--- config.mk ---
export PLATFORM = sky130hd
export DESIGN_NAME = sic_dispatcher
export DESIGN_NICKNAME = d
export VERILOG_FILES = /design/src/rtl/sic_dispatcher.sv
export SDC_FILE = /design/constraint.sdc
export NUM_CORES = 1
export LEC_CHECK = 0
export ABC_AREA = 1
export BUFFER_PORTS_ARGS = -buffer_cell sky130_fd_sc_hd__buf_2
export CORE_MARGIN = 3
export CORE_UTILIZATION = 31
export DETAILED_ROUTE_END_ITERATION = 8
export PLACE_DENSITY = 0.61
export REMOVE_ABC_BUFFERS = 1
export SYNTH_ARGS = -nofsm -noshare
export SYNTH_HDL_FRONTEND = slang
export SYNTH_SLANG_ARGS = --single-unit
--- constraint.sdc ---
create_clock -name clk -period 5.4 [get_ports clk]
set_input_delay 1.62 -clock clk [delete_from_list [all_inputs] [get_ports clk]]
set_output_delay 1.62 -clock clk [all_outputs]
set_load 0.005 [all_outputs]
--- src/rtl/sic_dispatcher.sv ---
// sic_dispatcher: in-order FIFO that stamps issue IDs and hands each instruction to one idle SIC, round-robin.
// Define SIC_DISPATCH_BYPASS_EN to let an empty FIFO pass in_pkt straight to a SIC in the same cycle.
package sic_pkg;
    localparam int SIC_ID_W = 4;
    typedef struct packed {
        logic                valid;
        logic [SIC_ID_W-1:0] issue_id;
        logic [7:0]          opcode;
        logic [5:0]          rd;
        logic [15:0]         imm;
    } sic_packet_t;
endpackage

module sic_dispatcher
    import sic_pkg::*;
#(
    parameter int NUM_SICS = 4,
    parameter int ID_WIDTH = SIC_ID_W,
    parameter int DEPTH    = 4
) (
    input  logic                   clk,
    input  logic                   rst_n,
    input  logic                   in_valid,
    input  sic_packet_t            in_pkt,
    output logic                   in_ready,
    input  logic [NUM_SICS-1:0]    req_instr,
    output sic_packet_t            packet_out [NUM_SICS],
    input  logic                   flush,
    output logic [$clog2(DEPTH):0] occupancy
);
    localparam int AW = $clog2(DEPTH);
    localparam int PW = AW + 1;
    localparam int SW = $clog2(NUM_SICS);

    sic_packet_t         r_mem [DEPTH];
    logic [AW:0]         r_head, r_tail;
    logic [ID_WIDTH-1:0] r_id;
    logic [SW-1:0]       r_rr;
    logic [NUM_SICS-1:0] r_mask;

    logic                w_empty, w_full, w_found, w_byp, w_disp, w_push, w_pop;
    logic [NUM_SICS-1:0] w_elig;
    logic [SW-1:0]       w_sel, w_k;
    sic_packet_t         w_head;

    assign w_empty   = r_head == r_tail;
    assign w_full    = (r_head[AW] != r_tail[AW]) && (r_head[AW-1:0] == r_tail[AW-1:0]);
    assign in_ready  = !w_full && !flush;
    assign occupancy = r_tail - r_head;
    // A SIC strobed last cycle still shows req_instr high for one cycle.
    assign w_elig    = req_instr & ~r_mask;

    always_comb begin
        w_found = 1'b0;
        w_sel   = '0;
        w_k     = '0;
        for (int i = 0; i < NUM_SICS; i++) begin
            w_k = SW'((int'(r_rr) + i) % NUM_SICS);
            if (!w_found && w_elig[w_k]) begin
                w_found = 1'b1;
                w_sel   = w_k;
            end
        end
    end

`ifdef SIC_DISPATCH_BYPASS_EN
    assign w_byp = w_empty && in_valid && !flush && w_found;
`else
    assign w_byp = 1'b0;
`endif

    assign w_disp = !flush && w_found && (!w_empty || w_byp);
    assign w_push = in_valid && in_ready && !w_byp;
    assign w_pop  = w_disp && !w_byp;
    assign w_head = w_byp ? in_pkt : r_mem[r_head[AW-1:0]];

    always_comb begin
        for (int k = 0; k < NUM_SICS; k++) packet_out[k] = '0;
        if (w_disp) begin
            packet_out[w_sel]          = w_head;
            packet_out[w_sel].valid    = 1'b1;
            packet_out[w_sel].issue_id = r_id;
        end
    end

    always_ff @(posedge clk or negedge rst_n) begin
        if (!rst_n) begin
            r_head <= '0;
            r_tail <= '0;
            r_id   <= '0;
            r_rr   <= '0;
            r_mask <= '0;
        end else begin
            r_head <= flush ? '0 : r_head + PW'(w_pop);
            r_tail <= flush ? '0 : r_tail + PW'(w_push);
            r_mask <= w_disp ? NUM_SICS'(1) << w_sel : '0;
            if (w_disp) begin
                r_id <= r_id + ID_WIDTH'(1);
                r_rr <= (int'(w_sel) == NUM_SICS - 1) ? '0 : w_sel + SW'(1);
            end
        end
    end

    always_ff @(posedge clk)
        if (w_push) r_mem[r_tail[AW-1:0]] <= in_pkt;
endmodule

== Word-level counts from Yosys, hierarchy flattened ==
Memory sizes are Yosys's and may differ from the RTL's.
Cells that the tools add are included.
Storage, ports and cells
  register bits: 16
  RAM bits: 140
  bits of input ports: 43
  output and inout bits: 144
  logic and storage cells: 75
  memories kept: 1
Memory list
  r_mem: words 4, bits a word 35, rd ports 1, clocked after memory_dff 0, write ports 1, RTL line 35  | sic_packet_t r_mem [DEPTH];
Operators by class
  $add $sub $neg: 8
  $lt $le $gt $ge: 6
  equal/unequal tests: 4
  shifts and indexed selects: 1
  muxes and demuxes: 31
  bitwise operators: 4
  reductions and logical operators: 15
Operators by type and width (count)
  bitwise mux 140 bit: 2
  demux 35 bit (select 2 bit): 3
  bitwise AND 140 bit: 1
  two-way mux 140 bit: 1
  two-way mux 35 bit: 2
  two-way mux 34 bit: 1
  less-than comparator 2 x 3 -> 1 bit (second input constant): 4
  two-way mux 1 bit: 10
  two-way mux 2 bit: 5
  logical AND 1 bit: 9
  binary-select mux 1 bit (select 2 bit): 4
  adder 3 x 1 -> 3 bit: 2
  zero test 1 bit: 6
  two-way mux 3 bit: 2
  adder 2 x 1 -> 2 bit (second input constant): 2
  adder 2 bit (second input constant): 2
  adder 4 x 1 -> 4 bit (second input constant): 1
  bitwise AND 4 bit: 1
  two-way mux 4 bit: 1
  inverter 4 bit: 1
  left shift 1 x 2 -> 4 bit (first input constant): 1
  == test 3 bit: 1
  >= comparator 3 bit (second input constant): 1
  less-than comparator 3 x 1 -> 1 bit (second input constant): 1
  5 further kinds: 5

== Depth between registers and ports, before layout ==
  word-level depth: 23
  gate-level depth with buffers: 17
  mapped depth without buffers: 14

== Worst setup path after synthesis ==
Ideal clock, no wire load.
  kind: input to output
  from: input req_instr[1]
  to: output packet_out[139] in the netlist's numbering
  data arrival time: 3.194 ns
  required time: 3.780 ns
  slack: 0.586 ns
  stages: 12
  path through: nand3_1 > nand2_2 > o21ai_2 > nand2_1 > nor2_4 > nand2_4 > nand3_1 > ha_1 > clkbuf_1 > clkbuf_1 > inv_1 > nor2_1
RTL lines
  from (decl): RTL line 26  | input logic [NUM_SICS-1:0] req_instr,
  to (decl): RTL line 27  | output sic_packet_t packet_out [NUM_SICS],

==> impl_metrics.json <==
{
  "run_status": "completed",
  "final_cell_area_mm2": 0.00852,
  "place_congestion": 0.777,
  "wire_length_of_the_first_global_routing_pass_mm": 28.2,
  "slew_headroom_pct": 26.0,
  "clk_skew_ns": 0.00960,
  "drcViolationCount": 0,
  "clock-root-buffer": "clkbuf_16",
  "maxClockFrequency_mhz": 198,
  "layout.filler_cells": 2147,
  "vias_per_cell": 4.63,
  "cts_inserted_buffers": 17,
  "detailed_place.area_mm2": 0.00794,
  "drtAntennaViolNets": 0,
  "routed_wl_mm": 17.6,
  "cp.arrival_ns": 3.43,
  "wire_per_inst_um": 14.7,
  "reg2reg_to": "r_mem[3][24]$_DFFE_PP_",
  "via_count_of_the_first_global_routing_pass": 5234,
  "rows": 53,
  "grt_setup_unrepaired": "false",
  "yosys_warning_count": 0,
  "clock_sinks": 136,
  "grt_antenna_before_repair": 1,
  "post-synth-top-area-cell": "edfxtp_1",
  "dpl.hpwl_mm": 11.2,
  "critPathLaunchType": "primary input",
  "final_core_density_pct": 40.2,
  "final.setup.tns_ns": 0,
  "cp_launch_point": "req_instr[3]",
  "r2r.worst_path.cells": 6,
  "synth.top_cell.area_share_pct": 53.2,
  "antenna_cells_inserted": 0,
  "power_density_mw_per_mm2": 492,
  "synth.distinct_cells": 28,
  "vias": 5552,
  "die_outline_area_mm2": 0.0237,
  "postSynthAreaPerCell_um2": 9.10,
  "max-cap-violations": 0,
  "fin_nets": 965,
  "chipWidth_um": 154,
  "timing.final.setup_violations": 0,
  "top_area_cells_in_the_synthesized_netlist": "edfxtp_1 53%, nor2_1 11%, nand2_1 9.7%",
  "fin_crit_sh_pct": 93.6,
  "area_delta_synth_final_pct": 25.8,
  "drive_gt1_share_pct": 27.4,
  "cts.htree.levels": 4,
  "syn_std_cell_area_mm2": 0.00677,
  "finalWorstPathRequiredPeriod_ns": 5.05,
  "synth_seq_area_share_pct": 59.1,
  "clk_pin_slew_worst_paths_ns": 0.06,
  "synth_top_family_by_area": "simple AND/OR/NAND/NOR gates",
  "crit_path_end": "packet_out[34]",
  "grt_util_all_layers_pct": 15.0,
  "most_frequent_cells_in_the_layout": "207 x nor2_1, 181 x buf_2, 175 x nand2_1",
  "die-height_um": 154,
  "timing_worst_slew_pin_value_ns": 1.11,
  "fp.coreArea_mm2": 0.0212,
  "postCtsSetupBuffers": 0,
  "leakagePower_nw": 3.60,
  "worstSetupEndpointType": "output port",
  "detail_route.iter0.violations": 301,
  "worstPathMaxFanout": 19,
  "whs_ns": 0.571,
  "num_io_pins": 187,
  "max-clock-path-buffers": 2,
  "synthSimpleGateAreaFrac_pct": 24.3,
  "post_synth_fa_ha_maj_area_fraction_pct": 2.33,
  "ctsHoldBuffers": 0,
  "initial_core_util_pct": 31.9,
  "holdCritPathClass": "flip-flop to flip-flop",
  "regToRegStartpoint": "r_head[0]$_DFF_PN0_",
  "io_buffer_count": 181,
  "cts_repair_resize_count": 0,
  "synthesized_area_fraction_occupied_by_ao_oa_aoi_and_oai_cells_pct": 7.50,
  "cts_tree": "built",
  "worst-r2r-setup-slack_ns": 2.73,
  "final_hold_viol_count": 0,
  "final_common_cell": "nor2_1",
  "grt_overflow": 0,
  "post_synth_inst_count": 744,
  "ir_worst_vdd_mv": 0.533,
  "timing.critical_path.required_ns": 3.78,
  "synth_xor_area_share_pct": 0.776,
  "ys_seq_elements": 136,
  "report.final.slew_viol_count": 0,
  "grt_max_degree": 75,
  "synth_mux_area_share_pct": 0,
  "firstDrtPassIters": 4,
  "clock_latency_ns": 0.41,
  "critPathKind": "primary input to output port"
}
-- stage by stage --
| step | setup slack (ns) | power [mW] | cells |
|---|---|---|---|
| after floorplan | 0.485 | 2.37 | 690 |
| after global placement | 0.358 | 3.09 | 1166 |
| after detailed placement | 0.352 | 3.11 | 1166 |
| after CTS | 0.324 | 4.26 | 1198 |
| after global routing | 0.133 | 4.52 | 1198 |
| final | 0.347 | 4.19 | 1198 |
-- registers in the layout (all words and copies together) (netlist names) --
signal  cells
r_mem     120
r_id        4
r_mask      4
r_head      3
r_tail      3
r_rr        2
-- cell families after synthesis --
logic type	count (synthesis)
simple gates	418
xor+xnor	6
flops	136
buf+inv	79
compound gates	93
fa+ha+maj	12
-- critical path, stage by stage --
cell and delay [ns]:
buf_2 0.09, nand3_1 0.11, nand3_1 0.13, o21ai_2 0.08, nand2_1 0.12, nor2_4 0.05
nand2_4 0.11, nand3_1 0.16, inv_1 0.13, ha_2 0.18, buf_4 0.25, inv_1 0.07
nor2_1 0.18, buf_2 0.15
-- synth_stat cells --
master    count
inv_1        22
o21ai_0      61
o21ai_2       1
edfxtp_1    120
buf_6        12
nand2_4       2
ha_1         11
fa_1          1
a31oi_1       1
clkbuf_1     36
nand2_1     175
buf_2         1
clkinv_1      1
o22ai_1      30
nor2_2        1
nand3_1      22
buf_4         5
nand3b_1      1
xor2_1        3
inv_2         1
dfrtp_1      16
nor2_4        1
xnor2_1       3
nor3_1        4
nand4_1       2
inv_4         1
nor2_1      207
nand2_2       3
-- final cells by class --
type / instances / area [um2] / area share [%]
Tap cell: 275 / 344 / 4.04
Timing Repair Buffer: 201 / 1110 / 13.0
Clock buffer: 17 / 425 / 4.99
Clock inverter: 15 / 154 / 1.81
Multi-Input combinational cell: 529 / 2390 / 28.1
Sequential cell: 136 / 4010 / 47.0
Inverter: 25 / 96.3 / 1.13
-- how the worst min path moves through the flow --
stage / from / to / slack (ns) / cells past startpoint
floorplan: r_tail[2]$_DFF_PN0_ / r_tail[2]$_DFF_PN0_ / 0.53 / 2
global placement: r_head[2]$_DFF_PN0_ / r_head[2]$_DFF_PN0_ / 0.56 / 2
detailed placement: r_head[2]$_DFF_PN0_ / r_head[2]$_DFF_PN0_ / 0.55 / 2
CTS: r_head[2]$_DFF_PN0_ / r_head[2]$_DFF_PN0_ / 0.57 / 2
global route: r_head[2]$_DFF_PN0_ / r_head[2]$_DFF_PN0_ / 0.59 / 2
finish: r_head[2]$_DFF_PN0_ / r_head[2]$_DFF_PN0_ / 0.57 / 2
-- where the power goes --
| group | internal (mW) | total, mW | switching [mW] |
|---|---|---|---|
| Combinational | 0.582 | 1.82 | 1.23 |
| Clock | 0.651 | 1.13 | 0.476 |
| Sequential | 1.20 | 1.25 | 0.0542 |
-- routing by layer --
metal	track usage [%]	part of all wire [%]	routed length [um]
met4	4.04	1.2	209
met2	25.4	48	8500
met1	19.1	45	7900
met5	0	0.040	7
met3	4.02	5.5	959
No activity file was read; power rests on OpenSTA's default activity.
